## config.mk

```make
export PLATFORM = sky130hd
export DESIGN_NAME = vga_console
export DESIGN_NICKNAME = d
export VERILOG_FILES = /design/src/rtl/vga_console.sv
export SDC_FILE = /design/constraint.sdc
export NUM_CORES = 1
export LEC_CHECK = 0
export BUFFER_PORTS_ARGS = -buffer_cell sky130_fd_sc_hd__buf_2
export CAP_MARGIN = 30
export CORE_UTILIZATION = 54
export CTS_CLUSTER_DIAMETER = 100
export DETAILED_ROUTE_END_ITERATION = 8
export GPL_ROUTABILITY_DRIVEN = 0
export PLACE_DENSITY_LB_ADDON = 0.2
export SKIP_CTS_REPAIR_TIMING = 1
export SLEW_MARGIN = 20
export SYNTH_ARGS = -nofsm -noshare
export SYNTH_HDL_FRONTEND = slang
export SYNTH_SLANG_ARGS = --single-unit
export TNS_END_PERCENT = 1
```

## constraint.sdc

```tcl
create_clock -name clk -period 2.77 [get_ports clk]
set_clock_uncertainty 0.15 [all_clocks]
set_input_delay 0.831 -clock clk [delete_from_list [all_inputs] [get_ports clk]]
set_output_delay 0.831 -clock clk [all_outputs]
set_load 0.01 [all_outputs]
```

## src/rtl/vga_console.sv

```systemverilog
// Character-stream front end for the VGA block grid: turns accepted bytes into
// block-control writes, tracks the cursor and runs line / full-screen clears.
module vga_console #(
  parameter int          ROWS  = 12,
  parameter int          COLS  = 32,
  parameter logic [31:0] BLANK = 32'h2000_0000
) (
  input  logic        clk,
  input  logic        rst_n,
  input  logic        ch_valid,
  input  logic [7:0]  ch_data,
  output logic        ch_ready,
  input  logic [8:0]  color_in,
  input  logic        clr_req,
  output logic [3:0]  vga_addr_v,
  output logic [4:0]  vga_addr_h,
  output logic [31:0] vga_ctrl,
  output logic        vga_ctrl_en,
  output logic [3:0]  cursor_v,
  output logic [4:0]  cursor_h,
  output logic        busy
);

  typedef enum logic [1:0] {IDLE, LCLR, FCLR} state_t;

  localparam logic [3:0] LAST_ROW   = 4'(ROWS - 1);
  localparam logic [4:0] LAST_COL   = 5'(COLS - 1);
  localparam logic [8:0] LAST_ENTRY = 9'(ROWS * COLS - 1);

  state_t      state_q;
  logic [8:0]  sweep_q;
  logic [3:0]  cursor_v_q;
  logic [4:0]  cursor_h_q;
  logic        en_q;
  logic [3:0]  addr_v_q;
  logic [4:0]  addr_h_q;
  logic [31:0] ctrl_q;

  logic [3:0] rowNext;
  logic       printable;

  assign rowNext   = (cursor_v_q == LAST_ROW) ? 4'd0 : cursor_v_q + 4'd1;
  assign printable = (ch_data >= 8'h20) && (ch_data <= 8'h7E);

  assign ch_ready    = (state_q == IDLE) && !clr_req;
  assign busy        = (state_q != IDLE);
  assign vga_ctrl_en = en_q;
  assign vga_addr_v  = addr_v_q;
  assign vga_addr_h  = addr_h_q;
  assign vga_ctrl    = ctrl_q;
  assign cursor_v    = cursor_v_q;
  assign cursor_h    = cursor_h_q;

  // Reset lands in FCLR so the screen is wiped at power-up.
  always_ff @(posedge clk or negedge rst_n) begin
    if (!rst_n) begin
      state_q    <= FCLR;
      sweep_q    <= '0;
      cursor_v_q <= '0;
      cursor_h_q <= '0;
      en_q       <= 1'b0;
      addr_v_q   <= '0;
      addr_h_q   <= '0;
      ctrl_q     <= '0;
    end else begin
      en_q <= 1'b0;
      case (state_q)
        IDLE: begin
          if (clr_req) begin
            state_q <= FCLR;
            sweep_q <= '0;
          end else if (ch_valid) begin
            if (printable) begin
              en_q     <= 1'b1;
              addr_v_q <= cursor_v_q;
              addr_h_q <= cursor_h_q;
              ctrl_q   <= {1'b0, ch_data[6:0], 15'b0, color_in};
              if (cursor_h_q == LAST_COL) begin
                cursor_h_q <= '0;
                cursor_v_q <= rowNext;
                state_q    <= LCLR;
                sweep_q    <= '0;
              end else begin
                cursor_h_q <= cursor_h_q + 5'd1;
              end
            end else begin
              case (ch_data)
                8'h0A: begin
                  cursor_h_q <= '0;
                  cursor_v_q <= rowNext;
                  state_q    <= LCLR;
                  sweep_q    <= '0;
                end
                8'h0D: cursor_h_q <= '0;
                // Backspace blanks the cell it lands on; at the origin it is a no-op.
                8'h08: begin
                  if (cursor_h_q != 5'd0) begin
                    cursor_h_q <= cursor_h_q - 5'd1;
                    en_q       <= 1'b1;
                    addr_v_q   <= cursor_v_q;
                    addr_h_q   <= cursor_h_q - 5'd1;
                    ctrl_q     <= BLANK;
                  end else if (cursor_v_q != 4'd0) begin
                    cursor_v_q <= cursor_v_q - 4'd1;
                    cursor_h_q <= LAST_COL;
                    en_q       <= 1'b1;
                    addr_v_q   <= cursor_v_q - 4'd1;
                    addr_h_q   <= LAST_COL;
                    ctrl_q     <= BLANK;
                  end
                end
                default: ;
              endcase
            end
          end
        end
        LCLR: begin
          en_q     <= 1'b1;
          addr_v_q <= cursor_v_q;
          addr_h_q <= sweep_q[4:0];
          ctrl_q   <= BLANK;
          sweep_q  <= sweep_q + 9'd1;
          if (sweep_q[4:0] == LAST_COL) state_q <= IDLE;
        end
        FCLR: begin
          en_q     <= 1'b1;
          addr_v_q <= sweep_q[8:5];
          addr_h_q <= sweep_q[4:0];
          ctrl_q   <= BLANK;
          if (sweep_q == LAST_ENTRY) begin
            state_q    <= IDLE;
            sweep_q    <= '0;
            cursor_v_q <= '0;
            cursor_h_q <= '0;
          end else begin
            sweep_q <= sweep_q + 9'd1;
          end
        end
        default: state_q <= IDLE;
      endcase
    end
  end

endmodule
```

# Word-level counts from Yosys, hierarchy flattened
# Index checks and enable logic that the tools add are counted.
[word_totals]
elab_cells = 116
input_bits = 21
output_inout_bits = 53
regBits = 62
[classes]
addsub = 5
eq_ne = 24
order_cmp = 2
reduce_logical = 18
n_mux = 59
[op_table]
columns = ["op", "n"]
rows = [
  ["$mux 32", 6],
  ["$pmux 32 s2", 1],
  ["$mux 5", 11],
  ["$mux 9", 6],
  ["$mux 4", 13],
  ["$pmux 5 s2", 3],
  ["$pmux 9 s3", 1],
  ["$eq 8x4->1 const B", 3],
  ["$pmux 4 s2", 2],
  ["$reduce_and 5->1", 3],
  ["$mux 2", 7],
  ["$ne 4x3->1 const B", 3],
  ["$pmux 4 s3", 1],
  ["$eq 5x5->1 const B", 2],
  ["$add 9x1->9 const B", 1],
  ["$eq 9x9->1 const B", 1],
  ["$ge 8x6->1 const B", 1],
  ["$le 8x7->1 const B", 1],
  ["$ne 2x2->1 const B", 4],
  ["$ne 4x2->1 const B", 2],
  ["$ne 4x4->1 const B", 2],
  ["$reduce_and 8->1", 1],
  ["$mux 1", 6],
  ["$ne 3x2->1 const B", 2],
  ["other kinds (21)", 25],
]

# Depth between registers and ports, before layout
# Gate-level depths: netlist of run 1.
[depth]
word_depth = 8
depth_mapped = 9
ltp_nobuf = 7

# Worst setup path before layout of run 1
# OpenSTA, ideal clock, no wires.
[synth_path]
path_kind = "input to register"
start = "in ch_data[0]"
end = "reg addr_v_q[0] (netlist: vga_addr_v[0])"
n_path_buf = 4
t_required_ns = 2.495
setup_slack_ns = -0.202
t_arrival_ns = 2.697
cell_stages = 9
setup_time_ns = 0.125
path_cell_list = "or4_1 -> clkbuf_1 -> or2_1 -> buf_6 -> o21ai_2 -> a22o_1 -> buf_6 -> buf_12 -> mux2_4"
[synth_via]
elab_chain_cells = 6
elab_cells_between_ends = 11
cone_classes = "order compare (2); eq/ne (3); mux (4); reduce/logical (2)"
[synth_rtl]
columns = ["element", "line", "text"]
rows = [
  ["from (decl)", "11", "input logic [7:0] ch_data,"],
  ["$ge 8x6->1 / $le 8x7->1 (equally long branches)", "43", "assign printable = (ch_data >= 8'h20) && (ch_data <= 8'h7E);"],
  ["$logic_and 1x1->1", "43", ""],
  ["$mux 4", "73", "if (printable) begin"],
  ["$mux 4", "72", "end else if (ch_valid) begin"],
  ["$mux 4", "69", "if (clr_req) begin"],
  ["$pmux 4 s3", "67", "case (state_q)"],
  ["to (signal assigned)", "75", "addr_v_q <= cursor_v_q;"],
  ["to (signal assigned)", "100", "addr_v_q <= cursor_v_q;"],
  ["to (signal assigned)", "107", "addr_v_q <= cursor_v_q - 4'd1;"],
  ["to (decl)", "35", "logic [3:0] addr_v_q;"],
]
# Parallel ways exist; a longest one is shown, timed or not. The select of a mux whose other input is x is not followed.
# A chain may end at the register's enable or synchronous reset.

# Worst setup path in the final report of run 1
[layout_path]
start = "in ch_data[0]"
end = "reg sweep_q[3]"
[layout_via]
elab_chain_cells = 6
elab_cells_between_ends = 11
cone_classes = "order compare (2); eq/ne (3); mux (4); reduce/logical (2)"
[layout_rtl]
columns = ["element", "line", "text"]
rows = [
  ["$ge 8x6->1 / $le 8x7->1 (equally long branches)", "43", ""],
  ["$logic_and 1x1->1", "43", ""],
  ["$mux 9", "73", ""],
  ["$mux 9", "72", ""],
  ["$mux 9", "69", ""],
  ["$pmux 9 s3", "67", ""],
  ["to (signal assigned)", "122", "sweep_q <= sweep_q + 9'd1;"],
  ["to (signal assigned)", "136", "sweep_q <= sweep_q + 9'd1;"],
  ["to (decl)", "31", "logic [8:0] sweep_q;"],
]
# Parallel ways exist; a longest one is shown, timed or not. The select of a mux whose other input is x is not followed.

==> results of run 1 <==
==> worst reg2reg max path, delay by kind of cell (launching register included) <==
family,cells,cell delay [ns]
and+or+nand+nor,3,0.74
adders and majority gates,1,0.19
buffers and inverters,2,0.36
DFF,1,0.48
AOI/OAI and AO/OA,2,0.45
==> synthesized netlist by cell type, types with 2 or more instances <==
| library cell | instances |
|---|---|
| o32ai_1 | 3 |
| o31ai_1 | 8 |
| nand3_1 | 10 |
| xnor2_1 | 2 |
| a21oi_1 | 11 |
| buf_4 | 16 |
| nand4_1 | 3 |
| nor2b_1 | 3 |
| and3_1 | 4 |
| a211o_1 | 2 |
| nand2b_1 | 2 |
| a221oi_1 | 4 |
| o21a_1 | 2 |
| nor2_1 | 13 |
| mux2i_1 | 21 |
| nand2_1 | 32 |
| nor4_1 | 3 |
| clkbuf_1 | 13 |
| ha_1 | 12 |
| or4_1 | 4 |
| or4b_1 | 2 |
| or3b_2 | 3 |
| o22ai_1 | 7 |
| inv_1 | 38 |
| a41oi_1 | 2 |
| dfrtp_1 | 45 |
| a211oi_1 | 5 |
| buf_6 | 3 |
| mux2_2 | 8 |
| a31oi_1 | 6 |
| o21ai_0 | 12 |
| o41ai_1 | 3 |
| mux2_4 | 3 |
| nor3_1 | 11 |
==> registers in the layout (all words and copies together) (netlist names) <==
register / flops
vga_ctrl: 16
sweep_q: 9
vga_ctrl_en: 1
cursor_v: 4
cursor_h: 5
state_q: 2
vga_addr_v: 4
vga_addr_h: 5
==> layout make-up <==
cell class	count	area [um^2]
well taps	72	90.09
multi-input cells	239	1648
clock buffers	6	72.57
repair buffers	93	605.6
clock inverters	2	37.54
inverters	38	142.6
fillers	505	1792
flip-flops and latches	46	1152
==> logic make-up (layout without fill, tap and decap cells) <==
logic type	count (synthesis)	in the layout
AO/OA/AOI/OAI	78	78
adder cells (fa/ha/maj)	12	12
XOR/XNOR	2	2
multiplexers	32	32
AND/OR/NAND/NOR	99	99
other	1	16
buffers and inverters	72	139
flip-flops	46	46
==> through the flow <==
step	hold WS, ns	instance area, um^2	util [%]	setup TNS, ns
after detailed placement	0.3404	3631	65.54	-3.776
after global placement	0.3377	3631	65.54	-2.883
after CTS	0.3681	3741	67.52	0
after global routing	0.3823	3749	67.66	0
final	0.3572	3749	67.66	0
after floorplan	0.3133	3164	-	-1.173
==> final timing paths <==
check	startpoint	to	slack (ns)	cells after the start
worst max-delay path	ch_data[0]	sweep_q[3]	0.1	7
worst min-delay path	rst_n	cursor_h[3]	0.36	1
worst max register to register	cursor_h[0]	cursor_h[4]	0.28	8
worst min register to register	vga_addr_h[1]	vga_addr_h[1]	0.36	1
max in group asynchronous	rst_n	state_q[1]	1.52	2
min in group clk	vga_addr_h[1]	vga_addr_h[1]	0.36	1
==> layer usage <==
layer / vias to the layer above / part of all wire, % / track usage (%)
met3: 10 / 7.1 / 4.118
met4: 0 / 1.1 / 4.906
met2: 115 / 47 / 43.19
met5: - / 0 / 0
li1: 1364 / - / -
met1: 1331 / 45 / 36.79
==> report_power, final <==
group | switching, mW | total [mW] | leakage, nW | internal [mW]
sequential | 0.204 | 1.13 | 0.601 | 0.926
combinational | 1.33 | 2.48 | 1.15 | 1.16
clock | 0.233 | 0.502 | 0.0514 | 0.269
==> metrics.md, run 1 <==
| Metric | Value |
|---|---|
| Startpoint Class | `input port` |
| Clk buf depth | `2` |
| Mean Syn Cell Area | `9.084 um^2` |
| Core ar. | `5540 um^2` |
| Die Span X | `77.85 um` |
| VDD IR-drop max | `0.6268 mV` |
| CTS clk-pin slew, worst paths | `0.09 ns` |
| Status | `finished, final reports clean` |
| Flop and latch count out of synthesis | `46` |
| Setup Slack @ Placement | `-0.2104 ns` |
| Fin cells | `496` |
| Ys flop type | `dfrtp_1` |
| Post-synth top area share | `36.25%` |
| H-tree depth | `2` |
| Post-Synth XOR/XNOR Area | `0.5638%` |
| TritonCTS clock tree | `built` |
| Worst-path maximum fanout | `6` |
| FP Rows | `27` |
| Mux share of post-synthesis cell area | `11.12%` |
| Compound-Gate Fraction of Synth Area | `17.68%` |
| Final period utilization | `96.41%` |
| Synth area leader | `dfrtp_1` |
| DRC violations left | `0` |
| Iteration-0 DRC Markers | `159` |
| IO Count | `74` |
| Worst Setup End Kind | `register` |
| Area Overhead vs Synth | `20.66%` |
| Slew of the pin with the lowest slew margin | `0.5498 ns` |
| CP delay by family, top | `simple AND/OR/NAND/NOR gates` |
| Vias after detailed routing | `2820` |
| Port-buffer cells | `57` |
| Clock Tree Root | `clkbuf_8` |
| Ys async rst share | `100.0%` |
| Crit path DAT | `2.74 ns` |
| DIE AREA | `6061 um^2` |
| Initial antenna violation count | `0` |
| Largest net degree at the start of global routing | `26` |
| Antenna Nets Post-Route | `0` |
| Final setup viols | `0` |
| Vias in the first global route | `2594` |
| Final nets | `456` |
| WP data required | `2.84 ns` |
| Largest family of logic cells by synthesized area | `compound AO/OA/AOI/OAI gates` |
| Gr usage total | `26.29%` |
| Clock Latency Late Sink | `0.30 ns` |
| Final hold vios | `0` |
| Slew headroom | `63.35%` |
| # diodes | `0` |
| Adder-cell share of the synthesized area | `4.833%` |
| RSZ-0062 raised after global routing | `no` |
| Routed WL | `7.764 mm` |
| Seq/Total Area, Yosys | `37.09%` |
| PD cells | `1098 nW/um^2` |
| Post-detail-place hpwl | `5.836 mm` |
| Slowest Stage Delay on Critical Path | `0.55 ns` |
| Count of pins over their slew limit | `0` |
| Setup ws final | `0.09940 ns` |
| Synth Warn # | `0` |
| Synthesized instance count | `342` |
| Simple-gate area share of the yosys netlist | `16.67%` |
| Overall power | `4.117 mW` |
| Placed Cells | `488` |
| Die H | `77.85 um` |
| Vias/cell | `5.685` |
| Critical Path Slowest Stage Cell | `or4_1` |
| Router iterations before antenna repair | `4` |
| Most frequent cells in the layout | `buf_2, dfrtp_1, inv_1` |
| CTS buffer count | `5` |
| Cells along the critical path | `buf_2 > or4_1 > buf_4 > o31ai_1 > a31oi_1 > or3b_2 > o22ai_1` |
| Post-synthesis cell area | `3107 um^2` |
| Number of synthesized flops with an enable pin | `0` |
| Synth top area cells | `dfrtp_1, mux2i_1, ha_1` |
| Leading cell type in the layout, fill and taps excluded | `buf_2` |
| Synth unique cells | `60` |
| Wire per inst | `15.65 um` |
| Max-cap check violation count | `0` |
| Starting Density | `56.07%` |
| Share of cells above drive strength 1 | `28.54%` |
| LEAKAGE | `1.804 nW` |
| Fmax | `374.4 MHz` |
| WP buf/inv | `2` |
| Worst hold-check path type | `input port to async pin` |
| Clock Sinks | `46` |
| Overflow after GRT | `0` |
| Final Critical Period | `2.671 ns` |
| Crit Path Class | `input port to register` |
| Global-route wire length before repair | `12.52 mm` |
Power figures use the tool's default switching activity.
==> run 2: changes to the inputs <==
--- a/config.mk
+++ b/config.mk
@@ -5,12 +5,14 @@
 export SDC_FILE = /design/constraint.sdc
 export NUM_CORES = 1
 export LEC_CHECK = 0
+export ABC_AREA = 1
 export BUFFER_PORTS_ARGS = -buffer_cell sky130_fd_sc_hd__buf_2
 export CAP_MARGIN = 30
-export CORE_UTILIZATION = 54
+export CORE_UTILIZATION = 55
 export CTS_CLUSTER_DIAMETER = 100
 export DETAILED_ROUTE_END_ITERATION = 8
 export GPL_ROUTABILITY_DRIVEN = 0
+export MAX_ROUTING_LAYER = met4
 export PLACE_DENSITY_LB_ADDON = 0.2
 export SKIP_CTS_REPAIR_TIMING = 1
 export SLEW_MARGIN = 20
==> run 2 against run 1 <==
Worst setup slack improved by 0.081 ns. Register-to-register slack improved by 0.28 ns. Sequential share of layout area rose by 1.1 points. Synthesized area rose by 4.6%. Non-clock buffer count fell by 30. Maximum frequency rose by 3.1%.
==> metrics.md, run 2 <==
| Metric | Value |
|---|---|
| Status | `finished, final reports clean` |
| Setup TNS Final | `0 ns (unchanged)` |
| Crit path DAT | `1.61 ns (-1.13 ns)` |
| Internal power | `1.796 mW (-24%)` |
| Overall power | `3.521 mW (-14%)` |
| Global-route wire length before repair | `12.94 mm (+3.3%)` |
| Synth unique cells | `32 (-47%)` |
| Post-synth top area share | `34.64% (-1.6 points)` |
| Worst hold-check path type | `register to register` |
| Die H | `78.88 um (+1.3%)` |
| Vias/cell | `5.281 (-7.1%)` |
| Post-synthesis cell area | `3251 um^2 (+4.6%)` |
| H-tree depth | `2 (unchanged)` |
| Fill cells | `528 (+4.6%)` |
| Max reg flops | `16 (unchanged)` |
| Final Critical Period | `2.589 ns (-0.08114 ns)` |
| Clock network fraction of design power | `12.1% (about the same)` |
| DRC violations left | `0 (unchanged)` |
| PD cells | `974.5 nW/um^2 (-11%)` |
| # diodes | `0 (unchanged)` |
| Antenna Nets Post-Route | `0 (unchanged)` |
| Final hold vios | `0 (unchanged)` |
| Initial antenna violation count | `0 (unchanged)` |
| Max-cap check violation count | `0 (unchanged)` |
| FP Rows | `27 (unchanged)` |
| WP data required | `1.79 ns (-1.05 ns)` |
| Setup Slack @ Placement | `0.2782 ns (+0.4886 ns)` |
| Gr usage total | `27.12% (+0.83 points)` |
| Post-detail-place hpwl | `5.785 mm (-0.87%)` |
| Setup slack, reg-to-reg | `0.56 ns (+0.28 ns)` |
| Flop and latch count out of synthesis | `46 (unchanged)` |
| P_sw | `1.725 mW (-2.2%)` |
| CTS buffer count | `5 (unchanged)` |
| Vias after detailed routing | `3100 (+9.9%)` |
| Router iterations before antenna repair | `5 (+1)` |
| Iteration-0 DRC Markers | `257 (+62%)` |
| Design area | `3613 um^2 (-3.6%)` |
| Startpoint Class | `register` |
| Routed WL | `7.690 mm (-0.95%)` |
| IO Count | `74 (unchanged)` |
| Min Hold Slack | `0.3296 ns (-0.02760 ns)` |
| Vias in the first global route | `2847 (+9.8%)` |
| Starting Density | `57.97% (+1.9 points)` |
| Combinational share of power | `57.1% (-3.2 points)` |
| Most common cell in the synthesized netlist | `nand2_1` |
| Area occupied by multi-input gates | `1795 um^2 (+9.0%)` |
| Synth Warn # | `0 (unchanged)` |
| Clock Tree Root | `clkbuf_8` |
| Mean Syn Cell Area | `7.113 um^2 (-22%)` |
| Leading cell type in the layout, fill and taps excluded | `nand2_1` |
| Final setup viols | `0 (unchanged)` |
| Ys async rst share | `100.0% (unchanged)` |
| Slowest Stage Delay on Critical Path | `0.42 ns (-0.13 ns)` |
| Final nets | `547 (+20%)` |
| CP delay by family, top | `flip-flops` |
| Slew headroom | `61.79% (-1.6 points)` |
| Fmax | `386.2 MHz (+3.1%)` |
| Reg area | `1152 um^2 (unchanged)` |
| Number of synthesized flops with an enable pin | `0 (unchanged)` |
| Clock Latency Late Sink | `0.31 ns (about the same)` |
| Cells along the critical path | `inv_1 > ha_1 > inv_2 > nor2_4 > buf_2` |
| RSZ-0062 raised after global routing | `no` |
| Clk buf depth | `2 (unchanged)` |
| Worst-path maximum fanout | `6 (unchanged)` |
| Synth top area cells | `dfrtp_1, nand2_1, nand3_1` |
| Share of cells above drive strength 1 | `20.97% (-7.6 points)` |
| DIE AREA | `6221 um^2 (+2.7%)` |
| Largest net degree at the start of global routing | `47 (+81%)` |
| TritonCTS clock tree | `built` |
| Sequential power share | `30.8% (+3.3 points)` |
| Clock Sinks | `46 (unchanged)` |
| Die Span X | `78.88 um (+1.3%)` |
| Ys flop type | `dfrtp_1` |
| Setup ws final | `0.1805 ns (+0.08114 ns)` |
| Core ar. | `5608 um^2 (+1.2%)` |
| Wire per inst | `13.10 um (-16%)` |
| CTS clk-pin slew, worst paths | `0.09 ns (about the same)` |
| Most frequent cells in the layout | `nand2_1, buf_2, nand3_1` |
| Synth area leader | `dfrtp_1` |
| LEAKAGE | `1.997 nW (+11%)` |
| Port-buffer cells | `57 (unchanged)` |
| WP buf/inv | `3 (+1)` |
| VDD IR-drop max | `0.5261 mV (-16%)` |
| Count of pins over their slew limit | `0 (unchanged)` |
| Final period utilization | `93.48% (-2.9 points)` |
| Switch share | `48.99% (+6.1 points)` |
| Slew of the pin with the lowest slew margin | `0.5732 ns (+0.02345 ns)` |
| Area Overhead vs Synth | `11.16%` |
| Critical Path Slowest Stage Cell | `dfrtp_1` |
| Overflow after GRT | `0 (unchanged)` |
| Worst Setup End Kind | `output pin` |
| Synthesized instance count | `457 (+34%)` |
| Synth cell count leaders | `nand2_1, nand3_1, dfrtp_1` |
| Crit Path Class | `register to output pin` |
| Seq/Total Area, Yosys | `35.45% (-1.6 points)` |
| Placed instance area | `3523 um^2 (-3.0%)` |
run 2: worst min-delay path: cells and delay by family, from the launching register on:
family	cells	cell delay, ns
AO/OA/AOI/OAI	1	0.05
AND/OR/NAND/NOR	1	0.06
flip-flops	1	0.34
run 2: power groups by stage:
| stage | registers, mW | clock network, mW | logic (mW) |
|---|---|---|---|
| floorplan | 1.17 | 0 | 1.36 |
| global placement | 1.09 | 0 | 1.97 |
| detailed placement | 1.10 | 0 | 2.00 |
| CTS | 1.08 | 0.430 | 2.00 |
| global route | 1.12 | 0.453 | 2.26 |
| finish | 1.08 | 0.424 | 2.01 |
run 2: per-layer routing:
| layer | track usage, % | part of all wire [%] | vias to the layer above | wire (um) |
|---|---|---|---|---|
| li1 | - | - | 1544 | - |
| met1 | 35.45 | 45 | 1432 | 3461 |
| met2 | 43.57 | 48 | 118 | 3665 |
| met3 | 4.713 | 6.5 | 6 | 499 |
| met4 | 7.636 | 0.82 | 0 | 63 |
| met5 | - | 0 | - | 0 |
run 2: final timing paths:
check,cells past startpoint,startpoint,endpoint
setup / recovery,5,state_q[0],ch_ready
hold / removal,2,vga_ctrl[6],vga_ctrl[6]
setup reg to reg,10,cursor_h[1],sweep_q[6]
hold reg to reg,2,vga_ctrl[6],vga_ctrl[6]
max in group asynchronous,2,rst_n,vga_ctrl[0]
min in group asynchronous,2,rst_n,vga_ctrl[24]
run 2: cell families (layout without fill, tap and decap cells):
logic type	count (synthesis)	count (layout)	share of synthesized area, %
xor gates and xnor gates	6	6	1.617
other	1	16	0.1154
AOI/OAI and AO/OA	50	50	10.12
buffers and inverters	66	109	11.05
and+or+nand+nor	276	276	37.03
adders and majority gates	12	12	4.619
DFF	46	46	35.45
run 2: layout make-up:
| type | instances | share of cell area [%] |
|---|---|---|
| clock buffer | 5 | 1.904 |
| clock inverter | 3 | 0.5886 |
| inverter | 38 | 3.947 |
| multi-input combinational | 360 | 49.69 |
| sequential | 46 | 31.89 |
| tap | 72 | 2.493 |
| timing repair buffer | 63 | 9.488 |
run 2: per-stage QoR:
step | util [%] | std cells
2_1_floorplan | - | 472
3_3_place_gp | 62.83 | 579
3_5_place_dp | 62.83 | 579
4_1_cts | 64.44 | 587
5_1_grt | 64.44 | 587
6_report | 64.44 | 587
